--- config.mk ---
export PLATFORM = sky130hd
export DESIGN_NAME = alu_arbiter
export DESIGN_NICKNAME = d
export VERILOG_FILES = /design/src/rtl/alu_pkg.sv /design/src/rtl/alu.sv /design/src/rtl/alu_arbiter.sv
export SDC_FILE = /design/constraint.sdc
export NUM_CORES = 1
export LEC_CHECK = 0
export CAP_MARGIN = 20
export CORE_MARGIN = 2
export CORE_UTILIZATION = 28
export CTS_CLUSTER_DIAMETER = 200
export DETAILED_ROUTE_END_ITERATION = 12
export PLACE_DENSITY_LB_ADDON = 0.12
export SLEW_MARGIN = 10
export SYNTH_ARGS = -nofsm -noshare
export SYNTH_HDL_FRONTEND = slang
export SYNTH_SLANG_ARGS = --single-unit
--- constraint.sdc ---
create_clock -name clk -period 6.8 [get_ports clk]
set_clock_uncertainty 0.15 [all_clocks]
set_input_delay 2.04 -clock clk [delete_from_list [all_inputs] [get_ports clk]]
set_output_delay 2.04 -clock clk [all_outputs]
set_load 0.02 [all_outputs]
--- src/rtl/alu_pkg.sv ---
// Shared types for the arbitrated ALU: opcode encodings, result-register state, opcode check.
// Latency: none (declarations only).
// Backpressure: not applicable.
package alu_pkg;

    typedef enum logic [2:0] {
        ALU_AND = 3'b000,
        ALU_OR  = 3'b001,
        ALU_ADD = 3'b010,
        ALU_SUB = 3'b110,
        ALU_SLT = 3'b111
    } alu_op_t;

    typedef enum logic {
        ST_EMPTY = 1'b0,
        ST_FULL  = 1'b1
    } state_t;

    // True for the five encodings the ALU implements; 011/100/101 are reserved.
    function automatic logic op_legal(input logic [2:0] f);
        logic ok;
        case (f)
            ALU_AND, ALU_OR, ALU_ADD, ALU_SUB, ALU_SLT: ok = 1'b1;
            default:                                    ok = 1'b0;
        endcase
        return ok;
    endfunction

endpackage

--- src/rtl/alu.sv ---
// Combinational ALU: AND/OR/ADD/SUB/SLT, reserved opcodes produce zero.
// Latency: purely combinational.
// Backpressure: none; the caller decides when to capture the result.
module alu
    import alu_pkg::*;
#(
    parameter int WIDTH = 32
) (
    input  logic [WIDTH-1:0] a,
    input  logic [WIDTH-1:0] b,
    input  logic [2:0]       f,
    output logic [WIDTH-1:0] out,
    output logic             zero
);

    // Opcode decode; add/sub wrap naturally at WIDTH bits.
    always_comb begin
        out = '0;
        case (f)
            ALU_AND: out = a & b;
            ALU_OR:  out = a | b;
            ALU_ADD: out = a + b;
            ALU_SUB: out = a - b;
            ALU_SLT: out = {{(WIDTH-1){1'b0}}, ($signed(a) < $signed(b))};
            default: out = '0;
        endcase
    end

    assign zero = (out == '0);

endmodule

--- src/rtl/alu_arbiter.sv ---
// Two-requester round-robin front end for a shared ALU with a one-entry result register.
// Latency: result visible one cycle after the accepting edge; one result per cycle sustained.
// Backpressure: result held and both readies low while full and rsp_ready low; drain-and-refill allowed.
module alu_arbiter
    import alu_pkg::*;
#(
    parameter int WIDTH = 32
) (
    input  logic             clk,
    input  logic             rst_n,

    input  logic             req0_valid,
    output logic             req0_ready,
    input  logic [WIDTH-1:0] req0_a,
    input  logic [WIDTH-1:0] req0_b,
    input  logic [2:0]       req0_f,

    input  logic             req1_valid,
    output logic             req1_ready,
    input  logic [WIDTH-1:0] req1_a,
    input  logic [WIDTH-1:0] req1_b,
    input  logic [2:0]       req1_f,

    output logic             rsp_valid,
    input  logic             rsp_ready,
    output logic [WIDTH-1:0] rsp_out,
    output logic             rsp_zero,
    output logic             rsp_id,
    output logic             rsp_err
);

    state_t           state;
    logic             last_gnt;    // requester granted at the most recent accept
    logic             can_accept;
    logic             accept;
    logic             sel;         // requester being granted this cycle
    logic [WIDTH-1:0] mux_a;
    logic [WIDTH-1:0] mux_b;
    logic [2:0]       mux_f;
    logic [WIDTH-1:0] alu_out;
    logic             alu_zero;

    // Grant: a lone requester wins; under contention the one not granted last wins.
    // Reset gates the readies so nothing is handshaken while rst_n is low.
    always_comb begin
        can_accept = rst_n && ((state == ST_EMPTY) || rsp_ready);
        req0_ready = can_accept && req0_valid && (!req1_valid || last_gnt);
        req1_ready = can_accept && req1_valid && (!req0_valid || !last_gnt);
        accept     = req0_ready || req1_ready;
        sel        = req1_ready;
    end

    // Operand mux feeding the shared ALU.
    always_comb begin
        mux_a = sel ? req1_a : req0_a;
        mux_b = sel ? req1_b : req0_b;
        mux_f = sel ? req1_f : req0_f;
    end

    alu #(
        .WIDTH (WIDTH)
    ) u_alu (
        .a    (mux_a),
        .b    (mux_b),
        .f    (mux_f),
        .out  (alu_out),
        .zero (alu_zero)
    );

    // Result register and EMPTY/FULL state; fields only change on an accept, so a
    // stalled result is held regardless of what the requesters do meanwhile.
    always_ff @(posedge clk) begin
        if (!rst_n) begin
            state    <= ST_EMPTY;
            last_gnt <= 1'b1;
            rsp_out  <= '0;
            rsp_zero <= 1'b0;
            rsp_id   <= 1'b0;
            rsp_err  <= 1'b0;
        end else if (accept) begin
            state    <= ST_FULL;
            last_gnt <= sel;
            rsp_out  <= alu_out;
            rsp_zero <= alu_zero;
            rsp_id   <= sel;
            rsp_err  <= !op_legal(mux_f);
        end else if (rsp_ready) begin
            state    <= ST_EMPTY;
        end
    end

    assign rsp_valid = (state == ST_FULL);

endmodule
# Yosys cells after proc, flatten, opt, wreduce, memory -nomap -nowiden
# Cells that the tools add are included.
dict set report totals {
  in_bits 139
  word_cells 42
  out_inout_bits 38
  reg_bits 37
}
dict set report classes {
  n_addsub 2
  n_eq_ne 4
  muxes 9
  magnitude_cmp 1
  n_bitwise 3
  reduce_logical 17
}
# op count
set ops {}
lappend ops {{$pmux 32 s5} 1}
lappend ops {{$mux 32} 2}
lappend ops {{$add 32x32->32} 1}
lappend ops {{$and 32x32->32} 1}
lappend ops {{$logic_not 32->1} 1}
lappend ops {{$lt 32x32->1} 1}
lappend ops {{$or 32x32->32} 1}
lappend ops {{$sub 32x32->32} 1}
lappend ops {{$eq 3x3->1 const B} 2}
lappend ops {{$logic_and 1x1->1} 5}
lappend ops {{$mux 1} 5}
lappend ops {{$reduce_or 5->1} 1}
lappend ops {{$logic_not 1->1} 4}
lappend ops {{$logic_or 1x1->1} 4}
lappend ops {{$eq 3x1->1 const B} 1}
lappend ops {{$eq 3x2->1 const B} 1}
lappend ops {{$logic_not 3->1} 1}
lappend ops {{$mux 3} 1}
lappend ops {{$reduce_bool 2->1} 1}
lappend ops {{$not 1->1} 1}

# Depth between registers and ports, before layout
# Gate-level depths: netlist of the first run.
dict set report depth {
  ltp_word 12
  mapped_depth 22
  depth_no_buf 20
}

# By module
# A second synthesis of the first run with hierarchy kept.
dict set report unflattened {
  cells_unflattened 1069
  hier_area_um2 7439.6
}
# mod seq_area_each_um2 n_inst area_per_inst_um2 cells_per_inst
set by_module_without_submodules {}
lappend by_module_without_submodules {alu 0.0 1 5283.8 822}
lappend by_module_without_submodules {alu_arbiter 740.7 1 2155.8 247}

# Worst setup path after synthesis of the first run
# No wires, ideal clock.
dict set report synth_path {
  path_kind {input to register}
  startpoint {input port rsp_ready}
  endpoint {register rsp_zero}
  t_arrival_ns 6.910
  n_path_buf 3
  slack_ns -0.347
  cell_stages 22
  setup_ns 0.087
  required_ns 6.563
  path_cell_list {nand2b_1 -> nand4_2 -> clkbuf_1 -> clkbuf_1 -> clkbuf_1 -> nand2_1 -> nand2_1 -> ha_1 -> inv_1 -> fa_1 -> nor2b_1 -> o21bai_1 -> a211oi_1 -> a21o_1 -> o22a_1 -> a21oi_1 -> a2111oi_2 -> nand4_1 -> nor4_1 -> nand4_1 -> or4b_1 -> o31ai_1}
}
dict set report synth_via {
  elab_chain_cells 8
  elab_cells_between_ends 22
  classes_between {2 x add/sub; 1 x order compare; 4 x eq/ne; 4 x mux; 2 x bitwise; 9 x reduce/logical}
}
# element line
set synth_lines {}
lappend synth_lines {{from (decl)} alu_arbiter.sv:25} ;# input logic rsp_ready,
lappend synth_lines {{$logic_or 1x1->1 (*)} alu_arbiter.sv:46} ;# can_accept = rst_n && ((state == ST_EMPTY) || rsp_ready);
lappend synth_lines {{$logic_and 1x1->1 (*)} alu_arbiter.sv:46}
lappend synth_lines {{$logic_and 1x1->1 (2 in series)} alu_arbiter.sv:48} ;# req1_ready = can_accept && req1_valid && (!req0_valid || !last_gnt);
lappend synth_lines {{$mux 32 (tied with other cells)} alu_arbiter.sv:55} ;# mux_a = sel ? req1_a : req0_a;
lappend synth_lines {{$sub 32x32->32 (tied with other cells)} alu.sv:23} ;# ALU_SUB: out = a - b;
lappend synth_lines {{$pmux 32 s5} alu.sv:19} ;# case (f)
lappend synth_lines {{$logic_not 32->1} alu.sv:29} ;# assign zero = (out == '0);
lappend synth_lines {{to (signal assigned)} alu_arbiter.sv:84} ;# rsp_zero <= alu_zero;
lappend synth_lines {{to (decl)} alu_arbiter.sv:27} ;# output logic rsp_zero,
# Every way passes the cells marked *; elsewhere a longest branch is shown, timed or not.
# A chain may end at the register's enable or synchronous reset.

# Final worst setup path of the first run
dict set report layout_path {
  startpoint {input port rst_n}
  endpoint {register rsp_zero}
}
dict set report layout_via {
  elab_chain_cells 7
  elab_cells_between_ends 21
  classes_between {2 x add/sub; 1 x order compare; 4 x eq/ne; 4 x mux; 2 x bitwise; 8 x reduce/logical}
}
# element line
set layout_lines {}
lappend layout_lines {{from (decl)} alu_arbiter.sv:10} ;# input logic rst_n,
lappend layout_lines {{$logic_and 1x1->1} alu_arbiter.sv:46}
lappend layout_lines {{$logic_and 1x1->1 (2 in series)} alu_arbiter.sv:48}
lappend layout_lines {{$mux 32 (tied with other cells)} alu_arbiter.sv:55}
lappend layout_lines {{$sub 32x32->32 (tied with other cells)} alu.sv:23}
lappend layout_lines {{$pmux 32 s5} alu.sv:19}
lappend layout_lines {{$logic_not 32->1} alu.sv:29}
# Several ways; a longest one is shown, not always the timed one.

==> key figures, run 1 <==
Outcome
  • Run status: complete, no violations

Power and ir drop
  • Total power: 1.808 mW
  • Switching Fraction: 42.55%
  • Sw power: 0.7693 mW
  • Combinational fraction of design power: 73.0%
  • Pwr/cell area: 150.8 nW/um2
  • Maximum VDD drop: 119.3 uV
  • Reg power frac: 13.6%
  • Clock power share: 13.4%
  • P_int: 1.038 mW
  • Lkg Pwr: 5.648 nW

Final layout
  • Syn-to-layout area delta: 63.63%
  • Final core occ: 46.27%
  • Post-route cell area: 11990 um2
  • Finished Layout Cells: 1858
  • Register area: 740.7 um2
  • Final net count: 1761
  • # diodes: 0
  • Share of post-route cells with drive strength above 1: 24.36%
  • # fillers: 2711
  • Footprint of the multi-input gates: 6320 um2

Place
  • Placement Setup Slack: -0.7026 ns
  • DP Wirelength: 25900 um
  • Area post-placement: 11280 um2
  • Gpl congestion: 0.9449
  • PortBufs: 176
  • Placed Cells incl. Taps: 1840

Critical path
  • Worst Path Arrival: 6.59 ns
  • Crit end category: flop
  • FF-to-FF path depth: 21
  • Reg2reg setup slack: 1.91 ns
  • CP required: 6.85 ns
  • Critical path class: in2reg
  • Type of origin of the critical path: input pin
  • Crit Path Max Fanout: 6
  • RR Endpoint: rsp_zero
  • FF-to-FF Start: last_gnt

GRT
  • Total GRT Usage: 22.52%
  • Largest net degree at the start of global routing: 39
  • Total grt overflow: 0
  • First-pass GRT wire length: 50430 um
  • Number of global-route vias before repair: 9175
  • Initial antenna violation count: 0

Synthesis
  • Cell Area, Synth: 7327 um2
  • Top-count cell post-synth: nand2_1
  • Seq cells post-synth: 37
  • Cell accounting for the most synthesized area: ha_1
  • FFs w/ async S/R, synth: 0%
  • Post-Synth Simple-Gate Area: 27.73%
  • Seq/Total Area, Yosys: 10.11%
  • Count of flip-flops with a built-in enable after synthesis: 0
  • Prevailing post-synth register cell: dfxtp_1
  • Mean post-synth cell area: 6.513 um2
  • Synth top cells by count: nand2_1, nor2_1, inv_1
  • Synth cell types: 78
  • Synth Area in Adders: 17.28%
  • YS warnings: 0
  • Xor and xnor area share after synthesis: 2.869%
  • Mux contribution to synthesized area: 3.689%
  • Cell count after synthesis: 1125
  • Most area-consuming cells after synthesis: ha_1, nand2_1, dfxtp_1
  • Largest family of logic cells by synthesized area: compound AO/OA/AOI/OAI gates
  • Compound-Gate Fraction of Synth Area: 29.64%
  • Share of the synthesized area in the top cell type: 16.73%
  • Syn Nets: 1364

Floorplanning
  • Die Span Y: 165.8 um
  • I/O pins: 177
  • Initial core utilization: 28.28%
  • DIE AREA: 27480 um2
  • Site row count: 59
  • Core Box Area: 25910 um2
  • Die span in x: 165.8 um

Timing
  • Final Hold Vio Count: 0
  • Achievable Freq: 0.1530 GHz
  • Tmin final: 6.537 ns
  • Crit share post-route: 96.13%
  • Final count of pins violating max slew: 0
  • Worst Slack Setup Final: 0.2633 ns
  • Tightest Pin Transition: 0.7642 ns
  • Relative slew slack: 48.74%
  • Final setup viols: 0

Clock network
  • Total CTS buffers: 5
  • Hold-fix buffers, CTS: 0
  • Clock Latency Late Sink: 0.28 ns
  • Root buffer cell: clkbuf_16
  • Clock buffer depth: 2
  • CTS tree: done
  • Htree depth: 2
  • CTS sink cnt: 37
  • Reg clk slew, reported paths: 0.06 ns

Run
  • MaxCap Viol Count: 0

Hold path
  • Hold Path Stages: 2
  • WHS Endpoint: rsp_id
  • Hold WC Path Type: reg2reg
  • Hold Startpoint: rsp_id

Detailed routing
  • Via count: 9380
  • DR WL/cell: 17.11 um
  • DR iter-0 viols: 620
  • Vias/cell: 5.048
  • Residual DRC: 0
  • Routed WL: 31800 um
  • Post-route ant nets: 0
  • TritonRoute pass-1 iters: 5
==> sequential cells by signal, indices dropped and copies added (netlist names) <==
name / count
last_gnt: 1
rsp_err: 1
rsp_id: 1
rsp_out: 32
rsp_valid: 1
rsp_zero: 1
==> metrics by stage <==
stage / hold WS, ns / setup TNS [ns]
3_5_place_dp: 0.3082 / -2.264
6_report: 0.3120 / 0
4_1_cts: 0.3155 / 0
2_1_floorplan: 0.3138 / 0
3_3_place_gp: 0.2949 / -1.714
5_1_grt: 0.3341 / -0.008769
==> kinds of logic (layout without fill, tap and decap cells) <==
logic type,Yosys count,after routing
flops,37,37
simple gates,461,461
xor+xnor,24,24
compound gates,313,313
fa+ha+maj,100,100
mux,25,25
buf+inv,165,563
==> layer usage <==
layer  track usage [%]  part of all wire, %
met5                 0                    0
met4             4.121                  1.4
met3             1.454                  3.7
met1             32.70                   50
met2             37.00                   45
==> layout by cell type, fill, tap and decap left out, drive strengths merged, types with 9 or more instances in the layout <==
cell / Yosys / routed
buf: 16 / 268
nand2: 221 / 221
clkdlybuf4s50: 0 / 172
nor2: 115 / 115
inv: 109 / 109
ha: 98 / 98
a21oi: 86 / 86
o21ai: 50 / 50
dfxtp: 37 / 37
nor3: 31 / 31
a211oi: 30 / 30
nand2b: 19 / 19
mux2i: 19 / 19
o31ai: 18 / 18
xnor2: 15 / 15
a221oi: 15 / 15
nand3: 13 / 13
nor2b: 12 / 12
o21bai: 12 / 12
nand4: 11 / 11
o221ai: 10 / 10
nor4: 10 / 10
xor2: 9 / 9
==> critical path, stage by stage <==
cell	delay, ns
dlygate4sd2_1	0.28
nand4_4	0.12
buf_12	0.17
buf_12	0.14
mux2i_4	0.19
ha_2	0.20
inv_2	0.06
fa_2	0.23
nand2b_4	0.07
a2111o_1	0.47
buf_6	0.15
a2111oi_4	0.38
nor3b_4	0.11
a211o_1	0.31
a221oi_2	0.21
o21bai_2	0.16
o211ai_1	0.12
nor4_2	0.27
nand4_1	0.15
or4b_4	0.52
o31ai_2	0.22
==> power by group through the flow <==
stage	clock network [mW]	logic, mW	registers (mW)
2_1_floorplan	0	0.596	0.272
3_3_place_gp	0	1.24	0.250
3_5_place_dp	0	1.23	0.250
4_1_cts	0.245	1.29	0.246
5_1_grt	0.253	1.44	0.249
6_report	0.242	1.32	0.246
==> what timing repair did <==
action                                  CTS  global route
resized for setup                        58            34
gates cloned                              2             0
pin swaps                                20            16
buffers inserted                          6             2
endpoints found under the setup margin    3             5
==> worst max-delay path by stage <==
stage,slack (ns),cells after the start,endpoint,from
final,0.26,21,rsp_zero,rst_n
after global routing,-0.009,21,rsp_zero,rst_n
after CTS,0.004,21,rsp_zero,req0_valid
after detailed placement,-0.70,20,rsp_zero,rsp_ready
after global placement,-0.60,21,rsp_zero,rsp_ready
after floorplan,0.03,20,rsp_zero,rsp_ready
==> final cells by class <==
cell class	count	share of cell area, %
Multi-Input combinational cell	923	52.71
Sequential cell	37	6.178
Inverter	110	3.465
Clock buffer	7	1.273
Clock inverter	1	0.04174
Tap cell	335	3.496
Timing Repair Buffer	445	32.83
Note: power is estimated with default switching activity, not from simulation.
==> run 2, diff against run 1 <==
Settings changed: ABC_AREA from default to 1.
==> run 2 against run 1 <==
  * Sequential power is 2% higher
  * Critical path depth is 3 higher
  * Global-route usage is 0.87 points lower
  * Die area is 15% higher
  * Routed wire length is 8.1% higher
  * Combinational power is 17% lower
  * Non-clock buffer count is 255 lower
  * Critical path type unchanged
==> key figures, run 2 <==
Synthesis
  • Cell accounting for the most synthesized area: nand2_1
  • Most area-consuming cells after synthesis: nand2_1, ha_1, inv_1
  • Syn Nets: 1831 (+34%)
  • Seq/Total Area, Yosys: 8.787% (-1.3 points)
  • Cell count after synthesis: 1592 (+42%)
  • Share of the synthesized area in the top cell type: 19.37% (+2.6 points)
  • Synth top cells by count: nand2_1, inv_1, nor2_1
  • Top-count cell post-synth: nand2_1
  • Synth cell types: 41 (-47%)
  • Seq cells post-synth: 37 (unchanged)
  • YS warnings: 0 (unchanged)
  • FFs w/ async S/R, synth: 0% (unchanged)
  • Prevailing post-synth register cell: dfxtp_1
  • Cell Area, Synth: 8429 um2 (+15%)
  • Count of flip-flops with a built-in enable after synthesis: 0 (unchanged)
  • Mean post-synth cell area: 5.295 um2 (-19%)

Clock network
  • Reg clk slew, reported paths: 0.06 ns (about the same)
  • Clock Latency Late Sink: 0.28 ns (about the same)
  • CTS sink cnt: 37 (unchanged)
  • Post-CTS Resized: 0 (-100%)
  • Total CTS buffers: 5 (unchanged)
  • Htree depth: 2 (unchanged)
  • Hold-fix buffers, CTS: 0 (unchanged)
  • Root buffer cell: clkbuf_16
  • CTS tree: done
  • Post-CTS Setup Bufs: 0 (-6)
  • Clock buffer depth: 2 (unchanged)

Final layout
  • Commonest non-fill, non-tap cells in the layout: nand2_1, inv_1, nor2_1
  • Footprint of the multi-input gates: 6247 um2 (-1.1%)
  • # fillers: 3386 (+25%)
  • Share of post-route cells with drive strength above 1: 4.078% (-20 points)
  • Register area: 740.7 um2 (unchanged)
  • Reg with most FFs: rsp_out
  • Max FFs per register: 32 (unchanged)
  • Syn-to-layout area delta: 27.12%
  • # diodes: 0 (unchanged)
  • Commonest non-fill, non-tap cell in the layout: nand2_1
  • Final net count: 1979 (+12%)
  • Finished Layout Cells: 2131 (+15%)

Timing
  • Final Hold Vio Count: 0 (unchanged)
  • Tmin final: 6.300 ns (-0.2364 ns)
  • Achievable Freq: 0.1587 GHz (+3.8%)
  • Setup TNS: 0 ns (unchanged)
  • Relative slew slack: 38.87% (-9.9 points)
  • Final count of pins violating max slew: 0 (unchanged)
  • RSZ-0062 raised after global routing: no
  • Tightest Pin Transition: 0.9147 ns (+0.1505 ns)
  • Final setup viols: 0 (unchanged)
  • Crit share post-route: 92.65% (-3.5 points)

Power and ir drop
  • Lkg Pwr: 5.820 nW (+3.0%)
  • P_int: 0.8051 mW (-22%)
  • Maximum VDD drop: 80.88 uV (-32%)
  • Pwr/cell area: 152.0 nW/um2 (+0.78%)
  • Switching Fraction: 50.56% (+8.0 points)
  • Combinational fraction of design power: 67.7% (-5.3 points)
  • Reg power frac: 15.4% (+1.8 points)
  • Sw power: 0.8232 mW (+7.0%)
  • Clock power share: 16.9% (+3.5 points)

Critical path
  • Critical Path Stages: 24 (+14%)
  • Slowest cell on crit path: clkdlybuf4s50_1
  • FF-to-FF path depth: 26 (+24%)
  • Worst Path Buf+Inv: 4 (-1)
  • Crit Path Max Fanout: 18 (+12)
  • Reg2reg setup slack: 2.42 ns (+0.51 ns)
  • Cell mode on critical path: nand2_1
  • Crit path largest cell delay: 0.58 ns (+0.06 ns)
  • CP required: 6.87 ns (+0.02 ns)
  • RR Endpoint: rsp_zero
  • Worst path top cell family by delay: simple AND/OR/NAND/NOR gates
  • Critical path class: in2reg
  • Worst Path Arrival: 6.37 ns (-0.22 ns)
  • Type of origin of the critical path: input pin
  • Worst path cell trace: clkdlybuf4s50_1, nand2_2, nor2_4, or2_2, o21ai_0, inv_1, ha_1, inv_1, fa_1, inv_1, nand2_1, nand2_1, nand3b_1, nand2_1, nand2_1, nand2_1, a21oi_1, nor2_1, nand3_1, nor2_1, nand3_1, nor2_1, nand3_1, a21oi_1
  • Crit end category: flop
  • FF-to-FF Start: last_gnt

Floorplanning
  • I/O pins: 177 (unchanged)
  • Die span in x: 177.5 um (+7.1%)
  • Site row count: 63 (+6.8%)
  • Initial core utilization: 28.44% (+0.16 points)
  • Core Box Area: 29640 um2 (+14%)
  • DIE AREA: 31510 um2 (+15%)
  • Die Span Y: 177.5 um (+7.1%)

Hold path
  • WHS Endpoint: rsp_err
  • Hold WC Path Type: reg2reg
  • Hold Startpoint: rsp_err
  • Hold Path Stages: 2 (unchanged)

Detailed routing
  • Routed WL: 34370 um (+8.1%)
  • DR iter-0 viols: 830 (+34%)
  • DR WL/cell: 16.13 um (-5.8%)
  • TritonRoute pass-1 iters: 6 (+1)
  • Vias/cell: 4.748 (-6.0%)
  • Residual DRC: 0 (unchanged)
  • Via count: 10120 (+7.9%)
  • Post-route ant nets: 0 (unchanged)

Outcome
  • Run status: complete, no violations

Place
  • Placed Cells incl. Taps: 2123 (+15%)
  • Gpl congestion: 0.9761 (+3.3%)
  • DP Wirelength: 29230 um (+13%)
  • PortBufs: 176 (unchanged)

Run
  • MaxCap Viol Count: 0 (unchanged)

GRT
  • Largest net degree at the start of global routing: 60 (+54%)
  • First-pass GRT wire length: 53030 um (+5.2%)
  • Total grt overflow: 0 (unchanged)
  • Number of global-route vias before repair: 9590 (+4.5%)
  • Initial antenna violation count: 0 (unchanged)
  • Total GRT Usage: 21.65% (-0.87 points)
run 2: worst max-delay path by stage:
stage | startpoint | end | slack [ns]
final | rst_n | rsp_zero | 0.50
after global routing | rsp_ready | rsp_zero | 0.01
after CTS | rst_n | rsp_zero | 0.47
after detailed placement | rst_n | rsp_zero | 0.19
after global placement | rst_n | rsp_zero | 0.18
after floorplan | rst_n | rsp_zero | 1.48
run 2: kinds of logic (layout without fill, tap and decap cells):
logic type,Yosys count,after routing,synth area share [%]
buffers and inverters,363,512,17.10
and+or+nand+nor,815,815,40.67
AOI/OAI and AO/OA,267,267,17.38
xor gates and xnor gates,10,10,1.039
DFF,37,37,8.787
adders and majority gates,100,100,15.02
run 2: cell type report:
cell class,count,share of cell area (%)
multi-input combinational,1192,58.30
timing repair buffer,190,17.54
inverter,314,11.05
sequential,37,6.913
tap,390,4.554
clock buffer,6,1.296
clock inverter,2,0.3503
run 2: stage by stage:
step / hold WS (ns) / power, mW / util [%] / instance area [um2] / worst slack (ns)
6_report: 0.3200 / 1.628 / 36.15 / 10720 / 0.4997
5_1_grt: 0.3649 / 1.773 / 36.15 / 10720 / 0.01085
4_1_cts: 0.3199 / 1.625 / 36.15 / 10720 / 0.4650
3_5_place_dp: 0.3102 / 1.345 / 35.56 / 10540 / 0.1881
3_3_place_gp: 0.3121 / 1.345 / 35.56 / 10540 / 0.1817
2_1_floorplan: 0.3384 / 0.9445 / - / 8429 / 1.484
run 2: metal layers:
layer	vias to the layer above	global-route usage (%)	share of wire, %
li1	5225	-	-
met1	4498	30.53	48
met3	36	2.442	7.3
met4	0	4.781	2.0
met5	-	0	0
met2	359	35.19	42
run 2: power by group through the flow:
stage               Clock (mW)  Sequential (mW)  Combinational, mW
floorplan                    0            0.279              0.666
global placement             0            0.256               1.09
detailed placement           0            0.256               1.09
CTS                      0.279            0.252               1.09
global route             0.288            0.254               1.23
finish                   0.275            0.252               1.10
run 2: worst reg2reg max path, stage by stage (launching register included):
cell,delay (ns)
dfxtp_1,0.33
nand2_1,0.06
nand2_2,0.10
inv_1,0.09
nand2_4,0.08
buf_4,0.41
nand2_1,0.08
o21ai_0,0.10
buf_4,0.16
ha_1,0.22
inv_1,0.08
fa_1,0.46
inv_1,0.07
nand2_1,0.05
nand2_1,0.14
nand3b_1,0.09
nand2_1,0.14
nand2_1,0.12
nand2_1,0.22
a21oi_1,0.10
nor2_1,0.37
nand3_1,0.13
nor2_1,0.15
nand3_1,0.10
nor2_1,0.09
nand3_1,0.08
a21oi_1,0.12
